--- config.mk ---
export PLATFORM = sky130hd
export DESIGN_NAME = intensity_link
export DESIGN_NICKNAME = d
export VERILOG_FILES = /design/src/rtl/intensity_link.sv
export SDC_FILE = /design/constraint.sdc
export NUM_CORES = 1
export LEC_CHECK = 0
export CAP_MARGIN = 5
export CORE_MARGIN = 10
export CORE_UTILIZATION = 35
export CTS_BUF_LIST = sky130_fd_sc_hd__clkbuf_8
export DETAILED_ROUTE_END_ITERATION = 10
export HOLD_SLACK_MARGIN = 0.06
export PLACE_DENSITY_LB_ADDON = 0.12
export SYNTH_ARGS = -nofsm -noshare
export SYNTH_HDL_FRONTEND = slang
export SYNTH_SLANG_ARGS = --single-unit
--- constraint.sdc ---
create_clock -name clk -period 3.3 [get_ports clk]
set_input_delay 0.66 -clock clk [delete_from_list [all_inputs] [get_ports clk]]
set_output_delay 0.66 -clock clk [all_outputs]
set_load 0.01 [all_outputs]
--- src/rtl/intensity_link.sv ---
// -----------------------------------------------------------------------------
// intensity_link
//
// Debounces the 4-bit intensity level from the distance block, stamps every
// committed change with a wrapping 4-bit sequence number, and serves the most
// recent {seq, level} byte to a microcontroller through a mode-0 SPI slave.
// The SPI pins are oversampled by the 40 MHz system clock; no logic runs on sck.
//
// Ports:
//   clk        system clock (40 MHz)
//   reset      asynchronous, active-low reset
//   intensity  level from the distance block, synchronous to clk
//   sck        SPI clock from the MCU, idle low, asynchronous to clk
//   cs_n       SPI chip select from the MCU, active low, asynchronous to clk
//   sdo        SPI data to the MCU, MSB first, driven 0 while deselected
//   ready      high while a committed update has not yet been read
//
// ready/read handshake: ready rises on the clk edge that commits a new level
// and falls on the edge that detects a falling cs_n (the start of a read). A
// commit landing on that same edge wins, so an update is never lost. Any
// frame start counts as a read, even if the frame is later aborted.
// -----------------------------------------------------------------------------
module intensity_link #(
    parameter int STABLE_CYCLES = 400000,
    parameter int SYNC_STAGES   = 2
) (
    input  logic       clk,
    input  logic       reset,
    input  logic [3:0] intensity,
    input  logic       sck,
    input  logic       cs_n,
    output logic       sdo,
    output logic       ready
);

    localparam int                CNT_W   = $clog2(STABLE_CYCLES);
    localparam logic [CNT_W-1:0]  CNT_MAX = CNT_W'(STABLE_CYCLES - 1);

    // ------------------------------------------------------------------
    // Debounce and commit
    // ------------------------------------------------------------------
    logic [3:0]       candidate;
    logic [3:0]       committed;
    logic [3:0]       seq;
    logic [CNT_W-1:0] stable_cnt;
    logic             commit;

    // The counter saturates, so "equal to max" is the same as "not below
    // STABLE_CYCLES-1". A candidate equal to the committed value is held but
    // never re-committed, so returning to the old level does not bump seq.
    assign commit = (intensity == candidate) && (stable_cnt == CNT_MAX) &&
                    (candidate != committed);

    always_ff @(posedge clk or negedge reset) begin
        if (!reset) begin
            candidate  <= '0;
            stable_cnt <= '0;
            committed  <= '0;
            seq        <= '0;
        end else begin
            if (intensity != candidate) begin
                candidate  <= intensity;
                stable_cnt <= '0;
            end else if (stable_cnt != CNT_MAX) begin
                stable_cnt <= stable_cnt + CNT_W'(1);
            end
            if (commit) begin
                committed <= candidate;
                seq       <= seq + 4'd1;
            end
        end
    end

    // ------------------------------------------------------------------
    // SPI pin synchronizers and edge detection
    // ------------------------------------------------------------------
    logic [SYNC_STAGES-1:0] sck_sync;
    logic [SYNC_STAGES-1:0] cs_sync;
    logic                   sck_prev;
    logic                   cs_prev;
    logic                   sck_s;
    logic                   cs_s;
    logic                   cs_fall;
    logic                   cs_rise;
    logic                   sck_fall;

    always_ff @(posedge clk or negedge reset) begin
        if (!reset) begin
            // Idle bus levels, so a cs_n held low across reset release is
            // seen as a fresh frame start.
            sck_sync <= '0;
            cs_sync  <= '1;
            sck_prev <= 1'b0;
            cs_prev  <= 1'b1;
        end else begin
            sck_sync <= {sck_sync[SYNC_STAGES-2:0], sck};
            cs_sync  <= {cs_sync[SYNC_STAGES-2:0], cs_n};
            sck_prev <= sck_s;
            cs_prev  <= cs_s;
        end
    end

    assign sck_s    = sck_sync[SYNC_STAGES-1];
    assign cs_s     = cs_sync[SYNC_STAGES-1];
    assign cs_fall  = cs_prev & ~cs_s;
    assign cs_rise  = ~cs_prev & cs_s;
    assign sck_fall = sck_prev & ~sck_s & ~cs_s;

    // ------------------------------------------------------------------
    // SPI shifter. sdo carries the current bit; shift_reg holds the seven
    // bits still to be sent, MSB-aligned. The snapshot is taken from the
    // registered seq/committed, i.e. the pre-commit frame if a commit lands
    // on the cs_fall edge.
    // ------------------------------------------------------------------
    logic [6:0] shift_reg;
    logic [2:0] bit_cnt;

    always_ff @(posedge clk or negedge reset) begin
        if (!reset) begin
            shift_reg <= '0;
            bit_cnt   <= '0;
            sdo       <= 1'b0;
        end else if (cs_fall) begin
            shift_reg <= {seq[2:0], committed};
            sdo       <= seq[3];
            bit_cnt   <= '0;
        end else if (cs_rise) begin
            sdo     <= 1'b0;
            bit_cnt <= '0;
        end else if (sck_fall) begin
            if (bit_cnt != 3'd7) begin
                sdo       <= shift_reg[6];
                shift_reg <= {shift_reg[5:0], 1'b0};
                bit_cnt   <= bit_cnt + 3'd1;
            end else begin
                // Clocks past the eighth bit read zeros.
                sdo <= 1'b0;
            end
        end
    end

    // ------------------------------------------------------------------
    // Update-pending flag
    // ------------------------------------------------------------------
    always_ff @(posedge clk or negedge reset) begin
        if (!reset) begin
            ready <= 1'b0;
        end else if (commit) begin
            ready <= 1'b1;
        end else if (cs_fall) begin
            ready <= 1'b0;
        end
    end

endmodule

==> results.sh <==
export IMPL_ant_nets=0
export IMPL_maxSlewHeadroom_pct=44.4
export IMPL_synth_area_um2=2330
export IMPL_nFillCells=606
export IMPL_drt_met1_wl_um=2010
export IMPL_crit_buf_inv=0
export IMPL_hold_path_class="in -> async"
export IMPL_insertion_delay_ns=0.30
export IMPL_cts_hold_buf=0
export IMPL_start_util_pct=36.2
export IMPL_layout_commonest_cell="dfrtp_1"
export IMPL_num_vias=1391
export IMPL_worst_setup_path_end_kind="flop"
export IMPL_slowest_stage="dfrtp_1"
export IMPL_worstReg2RegEnd="committed[2]"
export IMPL_largest_register_ffs=19
export IMPL_multi_input_area_um2=1030
export IMPL_via_per_inst=4.73
export IMPL_worstPathRequired_ns=3.49
export IMPL_clkSinkCount=49
export IMPL_cts_root_buf="clkbuf_8"
export IMPL_core_area_um2=6420
export IMPL_synth_top_cell_area_share_pct=49.5
export IMPL_setup_violations=0
export IMPL_dp_hpwl_um=2720
export IMPL_top_layer="met4"
export IMPL_fin_setup_tns_ns=0
export IMPL_ys_types=38
export IMPL_synth_flop_cell="dfrtp_1"
export IMPL_synth_top_family_by_area="simple AND/OR/NAND/NOR gates"
export IMPL_drv_cap=0
export IMPL_path_cells="ha_1 -> and4_1 -> nand2_1 -> or2_1 -> nor2_8 -> mux2_4"
export IMPL_finClkSkew_ns=0.00587
export IMPL_io_pins=10
export IMPL_syn_nets=221
export IMPL_async_flop_share_pct=100
export IMPL_reg2reg_depth=6
export IMPL_powerDensity_nw_per_um2=447
export IMPL_synth_cells=207
export IMPL_synth_top_cell_by_area="dfrtp_1"
export IMPL_gp_congestion=0.661
export IMPL_regArea_um2=1230
export IMPL_row_count=29
export IMPL_synth_edff_count=0
export IMPL_grt_pass1_vias=1375
export IMPL_grt_setup_unrepaired="no"
export IMPL_cts_setup_buffers=0
export IMPL_drtPass1Iterations=4
export IMPL_status="finished clean"
export IMPL_period_share_pct=65.6
export IMPL_route_detailed_drc=0
export IMPL_crit_family="simple AND/OR/NAND/NOR gates"
export IMPL_r2r_start="stable_cnt[0]"
export IMPL_antenna_found_initial=0
export IMPL_startpoint_type="flop"
export IMPL_ys_seq_area_share_pct=52.8
export IMPL_timing_hold_violations_final=0
export IMPL_layout_common_cells="dfrtp_1, nor2_1, nand2_1"
export IMPL_tightest_slew_ns=0.832
export IMPL_crit_type="reg -> reg"
export IMPL_drive_above_1_share_pct=10.6
export IMPL_cts_tree="built"
export IMPL_ir_worst_vdd_mv=0.147
export IMPL_ys_seq_elements=49
export IMPL_grtUsageTotal_pct=8.15
export IMPL_synth_compound_area_share_pct=6.77
export IMPL_grt_first_pass_wirelength_um=6730
export IMPL_utilization_pct=40.5
export IMPL_numCtsBuffers=5
export IMPL_wl_met2_um=1620
export IMPL_synth_area_leaders="dfrtp_1, xor2_1, dfstp_2"
export IMPL_avgSynthCellArea_um2=11.2
export IMPL_clkTransAtPathRegs_ns=0.09
export IMPL_area_growth_pct=11.7
export IMPL_finalCriticalPeriod_ns=2.16
export IMPL_drt_iter0_drc=53
export IMPL_cts_resized=0
export IMPL_synth_xor_area_share_pct=8.66
export IMPL_synthAdderAreaFrac_pct=3.23
export IMPL_slowest_delay_ns=0.43
export IMPL_yosys_area_share_simple_pct=19.0
export IMPL_synthMuxAreaShare_pct=6.56
export IMPL_arrival_ns=2.36
export IMPL_die_w_um=102
export IMPL_grt_overflow=0
export IMPL_wl_per_cell_um=12.9
export IMPL_reg2reg_setup_slack_ns=1.14
export IMPL_crit_fanout=6
export IMPL_met3_wirelength_um=98
export IMPL_port_buffers=9
export IMPL_wl_um=3800
export IMPL_maxSlewViolCount=0
export IMPL_clk_path_buf_depth=2
export IMPL_num_antenna_cells=0
export IMPL_die_area_um2=10300
export IMPL_final_nets=230
export IMPL_ys_warn_count=0
export IMPL_fmax_mhz=462
export IMPL_p_leak_nw=1.16
export IMPL_htree_levels=2
export IMPL_grt_max_degree=27
export IMPL_die_h_um=102
-- cells in the mapped netlist (2+ instances only) --
cell type / instances
nand3_1: 6
nand4_1: 4
nand2_1: 17
dfstp_2: 3
o21ai_1: 5
mux2_1: 2
a21oi_1: 6
inv_1: 7
mux2_4: 4
or2_1: 2
nand4_4: 2
dfrtp_1: 46
and3_1: 5
clkbuf_1: 8
o21ai_0: 13
xor2_1: 14
ha_1: 6
xnor2_1: 9
or3_1: 4
and4bb_1: 2
mux2i_1: 7
nor2_1: 17
nor4_4: 2
nor3_1: 2
-- worst max path at each step --
| stage | start | endpoint | depth (start not counted) |
|---|---|---|---|
| after global routing | cs_sync[1] | shift_reg[2] | 4 |
| final | stable_cnt[0] | committed[2] | 6 |
| after detailed placement | intensity[0] | seq[1] | 5 |
| after CTS | cs_sync[1] | shift_reg[1] | 4 |
| after global placement | intensity[0] | seq[1] | 5 |
| after floorplan | intensity[2] | seq[1] | 4 |
-- cells by family after synthesis --
group | after synthesis
buf+inv | 16
simple gates | 71
mux | 13
xor+xnor | 23
compound gates | 29
flops | 49
fa+ha+maj | 6
-- where the power goes --
part	switching, W	internal (W)	total, W
Clock	0.000196	0.000244	0.000441
Combinational	0.0000484	0.0000354	0.0000838
Sequential	0.0000147	0.000624	0.000638
Total	0.000260	0.000903	0.00116
-- cell type report --
type | count | area share [%]
Multi-Input combinational cell | 142 | 39.6
Inverter | 7 | 1.01
Timing Repair Buffer | 11 | 3.85
Clock buffer | 6 | 3.18
Clock inverter | 2 | 1.30
Tap cell | 77 | 3.71
Sequential cell | 49 | 47.3
-- stage by stage --
step           cell area (um2)  hold WS [ns]  cells  total power (W)  setup WS (ns)
6_report                  2600         0.322    294          0.00116           1.14
5_1_grt                   2600         0.356    294          0.00122          0.985
4_1_cts                   2600         0.339    294          0.00119           1.13
3_5_place_dp              2480         0.343    286         0.000738          0.879
3_3_place_gp              2480         0.336    286         0.000736          0.873
2_1_floorplan             2330         0.331    207         0.000701           1.36
-- metal layers --
metal / vias up / GRT usage [%]
li1: 735 / -
met1: 636 / 11.3
met2: 13 / 11.5
met3: 7 / 2.25
met4: 0 / 3.63
met5: - / 0
No activity file was read; power rests on OpenSTA's default activity.
